File: src/rtl/clock_pkg.sv
// Shared types and constants for the clock set-mode sequencer: FSM encoding,
// field indices, button slot indices and default timing parameters.
package clock_pkg;

   typedef enum logic [2:0] {
      ST_RUN,
      ST_SET_HT,
      ST_SET_HU,
      ST_SET_MT,
      ST_SET_MU
   } state_t;

   typedef enum logic [1:0] {
      OWN_NONE,
      OWN_PLUS,
      OWN_MINUS
   } owner_t;

   localparam logic [1:0] FIELD_HT = 2'd3;
   localparam logic [1:0] FIELD_HU = 2'd2;
   localparam logic [1:0] FIELD_MT = 2'd1;
   localparam logic [1:0] FIELD_MU = 2'd0;

   localparam int NUM_BTN   = 3;
   localparam int BTN_MODE  = 2;
   localparam int BTN_PLUS  = 1;
   localparam int BTN_MINUS = 0;

   localparam int DEF_DEBOUNCE_CYCLES    = 16;
   localparam int DEF_REPEAT_DELAY_TICKS = 2;
   localparam int DEF_REPEAT_RATE_TICKS  = 1;
   localparam int DEF_TIMEOUT_TICKS      = 40;

   // RUN reports field 0, matching the idle value of setField.
   function automatic logic [1:0] field_of(input state_t s);
      case (s)
         ST_SET_HT: return FIELD_HT;
         ST_SET_HU: return FIELD_HU;
         ST_SET_MT: return FIELD_MT;
         default:   return FIELD_MU;
      endcase
   endfunction

   function automatic state_t next_mode(input state_t s);
      case (s)
         ST_RUN:    return ST_SET_HT;
         ST_SET_HT: return ST_SET_HU;
         ST_SET_HU: return ST_SET_MT;
         ST_SET_MT: return ST_SET_MU;
         default:   return ST_RUN;
      endcase
   endfunction

   function automatic logic [3:0] field_mask(input logic [1:0] f);
      return 4'b0001 << f;
   endfunction

endpackage

File: src/rtl/clock_set_controller_if.sv
// Button/strobe bundle between the board buttons, the set-mode controller and
// the digit-counter chain.
interface clock_set_if;
   logic       tick;
   logic       modeBtn;
   logic       plusBtn;
   logic       minusBtn;
   logic       stopSignal;
   logic [3:0] plusOut;
   logic [3:0] minusOut;
   logic [3:0] blinkMask;
   logic [1:0] setField;

   modport master (
      output tick, modeBtn, plusBtn, minusBtn,
      input  stopSignal, plusOut, minusOut, blinkMask, setField
   );

   modport slave (
      input  tick, modeBtn, plusBtn, minusBtn,
      output stopSignal, plusOut, minusOut, blinkMask, setField
   );
endinterface

File: src/rtl/button_debouncer.sv
// Two-flop synchronizer plus stable-count debouncer for one active-low button;
// press/rel pulse during the cycle whose closing edge updates the level.
module button_debouncer #(
   parameter int DEBOUNCE_CYCLES = 16
) (
   input  logic MCLK,
   input  logic resetSignal,
   input  logic btn,
   output logic level,
   output logic press,
   output logic rel
);
   localparam int CW = $clog2(DEBOUNCE_CYCLES + 1);

   logic          sync1, sync2;
   logic [CW-1:0] cnt;
   logic          settle;

   assign settle = (sync2 != level) && (cnt == CW'(DEBOUNCE_CYCLES - 1));
   assign press  = settle && !sync2;
   assign rel    = settle && sync2;

   always_ff @(negedge MCLK or negedge resetSignal) begin
      if (!resetSignal) begin
         sync1 <= 1'b1;
         sync2 <= 1'b1;
         level <= 1'b1;
         cnt   <= '0;
      end else begin
         sync1 <= btn;
         sync2 <= sync1;
         if (sync2 == level) begin
            cnt <= '0;
         end else if (settle) begin
            level <= sync2;
            cnt   <= '0;
         end else begin
            cnt <= cnt + 1'b1;
         end
      end
   end
endmodule

File: src/rtl/clock_set_controller.sv
// Set-mode sequencer: walks the four editable fields on mode presses and
// routes single/auto-repeat plus/minus strobes to the selected digit counter.
module clock_set_controller
   import clock_pkg::*;
#(
   parameter int DEBOUNCE_CYCLES    = DEF_DEBOUNCE_CYCLES,
   parameter int REPEAT_DELAY_TICKS = DEF_REPEAT_DELAY_TICKS,
   parameter int REPEAT_RATE_TICKS  = DEF_REPEAT_RATE_TICKS,
   parameter int TIMEOUT_TICKS      = DEF_TIMEOUT_TICKS
) (
   input logic        MCLK,
   input logic        resetSignal,
   clock_set_if.slave bus
);
   localparam int RPT_MAX = (REPEAT_DELAY_TICKS > REPEAT_RATE_TICKS) ?
                            REPEAT_DELAY_TICKS : REPEAT_RATE_TICKS;
   localparam int RW = $clog2(RPT_MAX + 1);
   localparam int TW = $clog2(TIMEOUT_TICKS + 1);

   logic [NUM_BTN-1:0] raw, lvl, prs, rel;
   logic               unused_mode_rel;

   assign raw = {bus.modeBtn, bus.plusBtn, bus.minusBtn};
   assign unused_mode_rel = rel[BTN_MODE];

   for (genvar g = 0; g < NUM_BTN; g++) begin : g_btn
      button_debouncer #(.DEBOUNCE_CYCLES(DEBOUNCE_CYCLES)) u_deb (
         .MCLK        (MCLK),
         .resetSignal (resetSignal),
         .btn         (raw[g]),
         .level       (lvl[g]),
         .press       (prs[g]),
         .rel         (rel[g])
      );
   end

   state_t        state_q, state_d;
   owner_t        own_q, own_d;
   logic [TW-1:0] tmo_q, tmo_d;
   logic [RW-1:0] rpt_q, rpt_d;
   logic          live_q, live_d;
   logic          phase_q, phase_d;
   logic [3:0]    plus_q, minus_q;
   logic          stb_p, stb_m;
   logic          held_p, held_m;

   // Held level as it will be after this edge, so same-edge presses count.
   assign held_p = prs[BTN_PLUS]  | (~lvl[BTN_PLUS]  & ~rel[BTN_PLUS]);
   assign held_m = prs[BTN_MINUS] | (~lvl[BTN_MINUS] & ~rel[BTN_MINUS]);

   always_ff @(negedge MCLK or negedge resetSignal) begin
      if (!resetSignal) state_q <= ST_RUN;
      else              state_q <= state_d;
   end

   always_comb begin
      state_d = state_q;
      own_d   = own_q;
      tmo_d   = tmo_q;
      rpt_d   = rpt_q;
      live_d  = live_q;
      phase_d = phase_q;
      stb_p   = 1'b0;
      stb_m   = 1'b0;
      if (state_q == ST_RUN) begin
         own_d   = OWN_NONE;
         tmo_d   = '0;
         rpt_d   = '0;
         live_d  = 1'b0;
         phase_d = 1'b0;
         if (prs[BTN_MODE]) state_d = ST_SET_HT;
      end else begin
         if (|prs)                                             tmo_d = '0;
         else if (bus.tick && tmo_q != TW'(TIMEOUT_TICKS))     tmo_d = tmo_q + 1'b1;
         if (bus.tick) phase_d = ~phase_q;

         if (prs[BTN_MODE]) begin
            state_d = next_mode(state_q);
            own_d   = OWN_NONE;
            rpt_d   = '0;
            live_d  = 1'b0;
         end else if (held_p && held_m) begin
            own_d  = OWN_NONE;
            rpt_d  = '0;
            live_d = 1'b0;
         end else if (prs[BTN_PLUS]) begin
            own_d  = OWN_PLUS;
            rpt_d  = '0;
            live_d = 1'b0;
            stb_p  = 1'b1;
         end else if (prs[BTN_MINUS]) begin
            own_d  = OWN_MINUS;
            rpt_d  = '0;
            live_d = 1'b0;
            stb_m  = 1'b1;
         end else if ((own_q == OWN_PLUS && !held_p) || (own_q == OWN_MINUS && !held_m)) begin
            own_d  = OWN_NONE;
            rpt_d  = '0;
            live_d = 1'b0;
         end else if (own_q != OWN_NONE && bus.tick) begin
            // First repeat waits the delay, later ones the rate.
            if (int'(rpt_q) + 1 >= (live_q ? REPEAT_RATE_TICKS : REPEAT_DELAY_TICKS)) begin
               rpt_d  = '0;
               live_d = 1'b1;
               stb_p  = (own_q == OWN_PLUS);
               stb_m  = (own_q == OWN_MINUS);
            end else begin
               rpt_d = rpt_q + 1'b1;
            end
         end

         if (!(|prs) && bus.tick && int'(tmo_q) + 1 >= TIMEOUT_TICKS) begin
            state_d = ST_RUN;
            own_d   = OWN_NONE;
            stb_p   = 1'b0;
            stb_m   = 1'b0;
         end
         if (stb_p || stb_m || state_d == ST_RUN) phase_d = 1'b0;
      end
   end

   always_ff @(negedge MCLK or negedge resetSignal) begin
      if (!resetSignal) begin
         own_q   <= OWN_NONE;
         tmo_q   <= '0;
         rpt_q   <= '0;
         live_q  <= 1'b0;
         phase_q <= 1'b0;
         plus_q  <= 4'b1111;
         minus_q <= 4'b1111;
      end else begin
         own_q   <= own_d;
         tmo_q   <= tmo_d;
         rpt_q   <= rpt_d;
         live_q  <= live_d;
         phase_q <= phase_d;
         plus_q  <= stb_p ? ~field_mask(field_of(state_q)) : 4'b1111;
         minus_q <= stb_m ? ~field_mask(field_of(state_q)) : 4'b1111;
      end
   end

   assign bus.stopSignal = (state_q == ST_RUN);
   assign bus.setField   = (state_q == ST_RUN) ? 2'd0 : field_of(state_q);
   assign bus.blinkMask  = (state_q == ST_RUN) ? 4'b0000 :
                           (field_mask(field_of(state_q)) & {4{phase_q}});
   assign bus.plusOut    = plus_q;
   assign bus.minusOut   = minus_q;

endmodule

File: src/flat_wrapper.sv
// flat-port wrapper written by rule: the top's interface ports become plain ports
module clock_set_controller_flat import clock_pkg::*;
#(
   parameter int DEBOUNCE_CYCLES    = DEF_DEBOUNCE_CYCLES,
   parameter int REPEAT_DELAY_TICKS = DEF_REPEAT_DELAY_TICKS,
   parameter int REPEAT_RATE_TICKS  = DEF_REPEAT_RATE_TICKS,
   parameter int TIMEOUT_TICKS      = DEF_TIMEOUT_TICKS
)
  (MCLK, resetSignal, bus_tick, bus_modeBtn, bus_plusBtn, bus_minusBtn, bus_stopSignal, bus_plusOut, bus_minusOut, bus_blinkMask, bus_setField);
  clock_set_if bus_i ();
  input logic MCLK;
  input logic resetSignal;
  input wire logic [$bits(bus_i.tick)-1:0] bus_tick;
  input wire logic [$bits(bus_i.modeBtn)-1:0] bus_modeBtn;
  input wire logic [$bits(bus_i.plusBtn)-1:0] bus_plusBtn;
  input wire logic [$bits(bus_i.minusBtn)-1:0] bus_minusBtn;
  output wire logic [$bits(bus_i.stopSignal)-1:0] bus_stopSignal;
  output wire logic [$bits(bus_i.plusOut)-1:0] bus_plusOut;
  output wire logic [$bits(bus_i.minusOut)-1:0] bus_minusOut;
  output wire logic [$bits(bus_i.blinkMask)-1:0] bus_blinkMask;
  output wire logic [$bits(bus_i.setField)-1:0] bus_setField;
  assign bus_i.tick = bus_tick;
  assign bus_i.modeBtn = bus_modeBtn;
  assign bus_i.plusBtn = bus_plusBtn;
  assign bus_i.minusBtn = bus_minusBtn;
  assign bus_stopSignal = bus_i.stopSignal;
  assign bus_plusOut = bus_i.plusOut;
  assign bus_minusOut = bus_i.minusOut;
  assign bus_blinkMask = bus_i.blinkMask;
  assign bus_setField = bus_i.setField;
  clock_set_controller #(.DEBOUNCE_CYCLES(DEBOUNCE_CYCLES), .REPEAT_DELAY_TICKS(REPEAT_DELAY_TICKS), .REPEAT_RATE_TICKS(REPEAT_RATE_TICKS), .TIMEOUT_TICKS(TIMEOUT_TICKS)) u_core (.MCLK(MCLK), .resetSignal(resetSignal), .bus(bus_i));
endmodule
File: config.mk
export PLATFORM = sky130hd
export DESIGN_NAME = clock_set_controller_flat
export DESIGN_NICKNAME = d
export VERILOG_FILES = /design/src/rtl/clock_pkg.sv /design/src/rtl/clock_set_controller_if.sv /design/src/rtl/button_debouncer.sv /design/src/rtl/clock_set_controller.sv /design/src/flat_wrapper.sv
export SDC_FILE = /design/constraint.sdc
export NUM_CORES = 1
export LEC_CHECK = 0
export CAP_MARGIN = 20
export CORE_ASPECT_RATIO = 1.5
export CORE_MARGIN = 2
export CORE_UTILIZATION = 44
export CTS_CLUSTER_SIZE = 30
export DETAILED_ROUTE_END_ITERATION = 12
export GPL_TIMING_DRIVEN = 0
export PLACE_DENSITY = 0.73
export SYNTH_ARGS = -nofsm -noshare
export SYNTH_HDL_FRONTEND = slang
export SYNTH_SLANG_ARGS = --single-unit
export TNS_END_PERCENT = 30
File: constraint.sdc
create_clock -name MCLK -period 4.9 [get_ports MCLK]
set_input_delay 0.49 -clock MCLK [delete_from_list [all_inputs] [get_ports MCLK]]
set_output_delay 0.49 -clock MCLK [all_outputs]
set_load 0.01 [all_outputs]
# Word level (Yosys, flattened, before mapping)
# Index checks and enable logic that the tools add are counted.
[op_classes]
addsub = 7
mul = 0
div = 0
n_lt_le_gt_ge = 2
n_eq_ne = 16
shift = 1
muxes = 67
bitwise_logic = 14
reduce_logical = 37
[ops]
columns = ["cell", "count"]
rows = [
  ["two-way mux 2 bit", 17],
  [">= comparator 32 bit", 1],
  [">= comparator 32 x 7 -> 1 bit, second input constant", 1],
  ["two-way mux 1 bit", 31],
  ["two-way mux 5 bit", 6],
  ["nonzero test 7 bit", 3],
  ["two-way mux 6 bit", 3],
  ["adder 5 x 1 -> 5 bit, second input constant", 3],
  ["== test 5 x 4 -> 1 bit, second input constant", 3],
  ["logical AND 1 bit", 15],
  ["two-way mux 3 bit", 5],
  ["two-way mux 4 bit", 3],
  ["case mux 3 bit (3 select lines)", 1],
  ["inverter 1 bit", 8],
  ["AND reduction 2 bit", 4],
  ["adder 6 x 1 -> 7 bit, second input constant", 1],
  ["adder 6 x 1 -> 6 bit, second input constant", 1],
  ["== test 3 x 2 -> 1 bit, second input constant", 2],
  ["logical NOT 1 bit", 6],
  ["logical NOT 3 bit", 2],
  ["inequality test 6 bit, second input constant", 1],
  ["case mux 2 bit (3 select lines)", 1],
  ["nonzero test 3 bit", 2],
  ["bitwise AND 4 bit", 1],
  ["15 further kinds", 23],
]
[word_totals]
reg_bits = 47
latch_bits = 0
mem_bits_rw = 0
mem_bits_ro = 0
elab_cells = 164
memories = 0

# Logic depth before layout (Yosys ltp)
[logic_depth]
depth_word = 20
depth_mapped = 7

# By module
# A second synthesis with hierarchy kept.
[unflattened]
hier_cells = 223
area_unflattened_um2 = 2364.8
[modules_own_cells]
columns = ["module", "instances", "cells_per_inst", "area_per_inst_um2", "seq_area_each_um2"]
rows = [
  ["clock_set_controller", 1, 148, 1343.8, 585.6],
  ["button_debouncer", 3, 25, 340.3, 203.9],
]

==> summary.md <==
| Metric | Value |
|---|---|
| Congestion Overflow GR | 0 |
| Synth area leader | dfrtn_1 |
| Placed inst area | around 2700 µm² |
| Routed vias | about 1,700 |
| Crit Path Class | register to output port |
| WL final | 4210 µm |
| Die span in y | between 90 and 100 µm |
| Cell mode on critical path | nor2b_2 |
| CTS tree | built |
| Worst Setup Start Kind | register |
| CP max FO | 6 |
| Die W | roughly 64 µm |
| Pin count of the biggest net entering global routing | 30 |
| Lkg Pwr | 1.32 nW |
| Post-synth EDFFs | 0 |
| Crit path cell chain | nor2b_2 -> nor2b_2 -> and2_1 -> clkdlybuf4s50_1 |
| Synth top cells by count | 30 x dfrtn_1, 26 x nand2_1, 23 x nor2_1, 17 x dfstp_2, 13 x inv_1 |
| Total track usage | 0.159 |
| Post-CTS Setup Bufs | 0 |
| Share of layout cells above drive strength 1 | 0.189 |
| Worst Path Arrival | 4.33 ns |
| WP data required | around 4.4 ns |
| Avg Inst Size Synth | 10.8 µm² |
| Share of the synthesized area in the top cell type | 0.316 |
| # DRC | 0 |
| CTS clk-pin slew, worst paths | 0.06 ns |
| Setup violators final | 0 |
| Hpwl dp | ~3100 µm |
| Vias in the first global route | about 1,700 |
| Worst relative slew slack | 0.499 |
| Type of the worst min-delay path | register to register |
| N_diodes | 0 |
| Final Hold Viols | 0 |
| CP max stage cell | clkdlybuf4s50_1 |
| Worst slew pin tran | around 0.74 ns |
| Max_cap viols | 0 |
| Status | finished, final reports clean |
| Global-route wire length before repair | approximately 7600 µm |
| Synth top area cells | dfrtn_1 32%, dfstp_2 19%, ha_1 4.2%, nand2_1 4.1%, xnor2_1 4.1% |
| Ports | 21 |
| Delay-heaviest family, CP | simple AND/OR/NAND/NOR gates |
| CTS max path bufs | 2 |
| Vias per Instance | 5.17 |
| Most frequent cell after synthesis | dfrtn_1 |
| Core Rows | 32 |
| Antenna Nets Post-Route | 0 |
| Drt first pass iters | 4 |
| Sequential fraction of the synthesis area | 0.505 |
| Critical path endpoint category | output port |
| Primary FF master, synth | dfrtn_1 |
| FFs w/ async S/R, synth | 1.00 |
| Ys Warns | 0 |
| I/O Buffers | 19 |
| CTS sink count | 47 |
| Initial Util | 0.459 |
| Antenna violations before repair | 0 |
| Peak supply drop | approximately 0.00024 V |
| Hold_buf cts | 0 |
| Die area | ~6000 µm² |
| Clk root buf | clkbuf_8 |
| Synthesized area | roughly 2400 µm² |
| Fin area | ~2800 µm² |
| Power density cells | around 370 nW/µm² |
| Fin nets | ~280 |
| Yosys cell types | 56 |
| RSZ-0062 raised after global routing | no |
| Synth Register Bits | 47 |
| Synth Net Count | 235 |
| Overall Power | roughly 1.0 mW |
| FILL cells | between 400 and 500 |
| WL/cell | ~13 µm |
| Number of H-tree levels | 2 |
| Delay of the slowest cell on the worst path | about 0.54 ns |
| Synth-to-layout area growth | 18.8% |
| GPL Wtd Cong | around 0.86 |
| Core area | slightly above 5000 µm² |
| Num CTS Buffers | 5 |
| Post-Route Skew | about 0.06 ns |
| Final slew viol count | 0 |
| Critical path buffers and inverters | 1 |
| DRT iter0 DRCs | between 50 and 60 |
| Post-Syn Instances | 220 |
| Clk Latency, worst-skew pair | 0.36 ns |
==> kinds of logic (layout without fill, tap and decap cells) <==
| family | after synthesis | after routing | share of synthesized area |
|---|---|---|---|
| xor gates and xnor gates | 12 | 12 | 0.0443 |
| muxes | 3 | 3 | 0.0179 |
| DFF | 47 | 47 | 0.505 |
| AOI/OAI and AO/OA | 34 | 34 | 0.116 |
| buffers and inverters | 16 | 60 | 0.0322 |
| and+or+nand+nor | 99 | 99 | 0.235 |
| adders and majority gates | 9 | 9 | 0.0506 |
==> path summary, 6_finish.rpt <==
kind | slack (ns) | end | cells past startpoint | from
worst min register to register | 0.34 | u_core.g_btn[1].u_deb.sync2$_DFF_NN1_ | 0 | u_core.g_btn[1].u_deb.sync1$_DFF_NN1_
max in group asynchronous | 1.81 | u_core.g_btn[1].u_deb.sync1$_DFF_NN1_ | 2 | resetSignal
worst max-delay path | 0.08 | bus_blinkMask[3] | 4 | u_core.state_q[0]$_DFFE_NN0P_
worst max register to register | 2.86 | u_core.bus.minusOut[2]$_DFF_NN1_ | 6 | u_core.g_btn[2].u_deb.cnt[0]$_DFF_NN0_
min in group asynchronous | 2.45 | u_core.g_btn[0].u_deb.cnt[2]$_DFF_NN0_ | 1 | resetSignal
worst min-delay path | 0.34 | u_core.g_btn[1].u_deb.sync2$_DFF_NN1_ | 0 | u_core.g_btn[1].u_deb.sync1$_DFF_NN1_
==> placed cells by master, fill, tap and decap left out, types with 4 or more instances in the layout <==
cell             count
nand3_1              6
dfstp_2             17
xnor2_1             11
nand4_1              4
nor2b_1              4
ha_1                 8
a21oi_1              9
nor3_1               7
and2_1               4
dfrtn_1             30
clkdlybuf4s50_1     18
clkbuf_8             5
nor2_1              23
nand2_1             26
inv_1               29
o21ai_0              5
==> what timing repair did <==
item,4_1_cts,5_1_grt
gates resized for setup,1,2
setup endpoints to repair,1,1
hold endpoints to repair,0,0
==> state kept, by name (all words and copies together) (netlist names), 3 cells and up <==
name,flops
u_core.g_btn.u_deb.sync2,3
u_core.tmo_q,6
u_core.bus.minusOut,4
u_core.g_btn.u_deb.level,3
u_core.state_q,3
u_core.g_btn.u_deb.cnt,15
u_core.bus.plusOut,4
u_core.g_btn.u_deb.sync1,3
==> area by class of cell <==
cell class | count | area, µm² | share of cell area
buffer | 3 | 27.5 | 0.00976
inverter | 12 | 45.0 | 0.0160
clock buffer | 5 | 68.8 | 0.0244
clock inverter | 20 | 81.3 | 0.0289
timing repair buffer | 20 | 205 | 0.0728
tap | 68 | 85.1 | 0.0302
sequential | 47 | 1200 | 0.425
multi-input combinational | 157 | 1110 | 0.393
==> metrics by stage <==
step | std cells | utilization | hold slack, ns | setup WS [ns] | setup TNS [ns]
2_1_floorplan | 220 | - | 0.345 | 0.819 | 0
3_3_place_gp | 307 | 0.513 | 0.347 | -0.266 | -7.87
3_5_place_dp | 308 | 0.516 | 0.347 | 0.356 | 0
4_1_cts | 332 | 0.545 | 0.351 | 0.00453 | 0
5_1_grt | 332 | 0.546 | 0.354 | 0.0118 | 0
6_report | 332 | 0.546 | 0.342 | 0.0833 | 0
==> report_power, final <==
group | switching (mW) | total, mW | internal, mW
sequential | 0.0535 | 0.495 | 0.442
combinational | 0.135 | 0.268 | 0.133
clock | 0.166 | 0.284 | 0.117
total | 0.355 | 1.05 | 0.692
==> routing by layer <==
metal,share of wire,track usage
met4,0.016,0.0688
met2,0.53,0.282
met3,0.024,0.0216
met1,0.42,0.190
met5,0,0
Note: power is estimated with default switching activity, not from simulation.
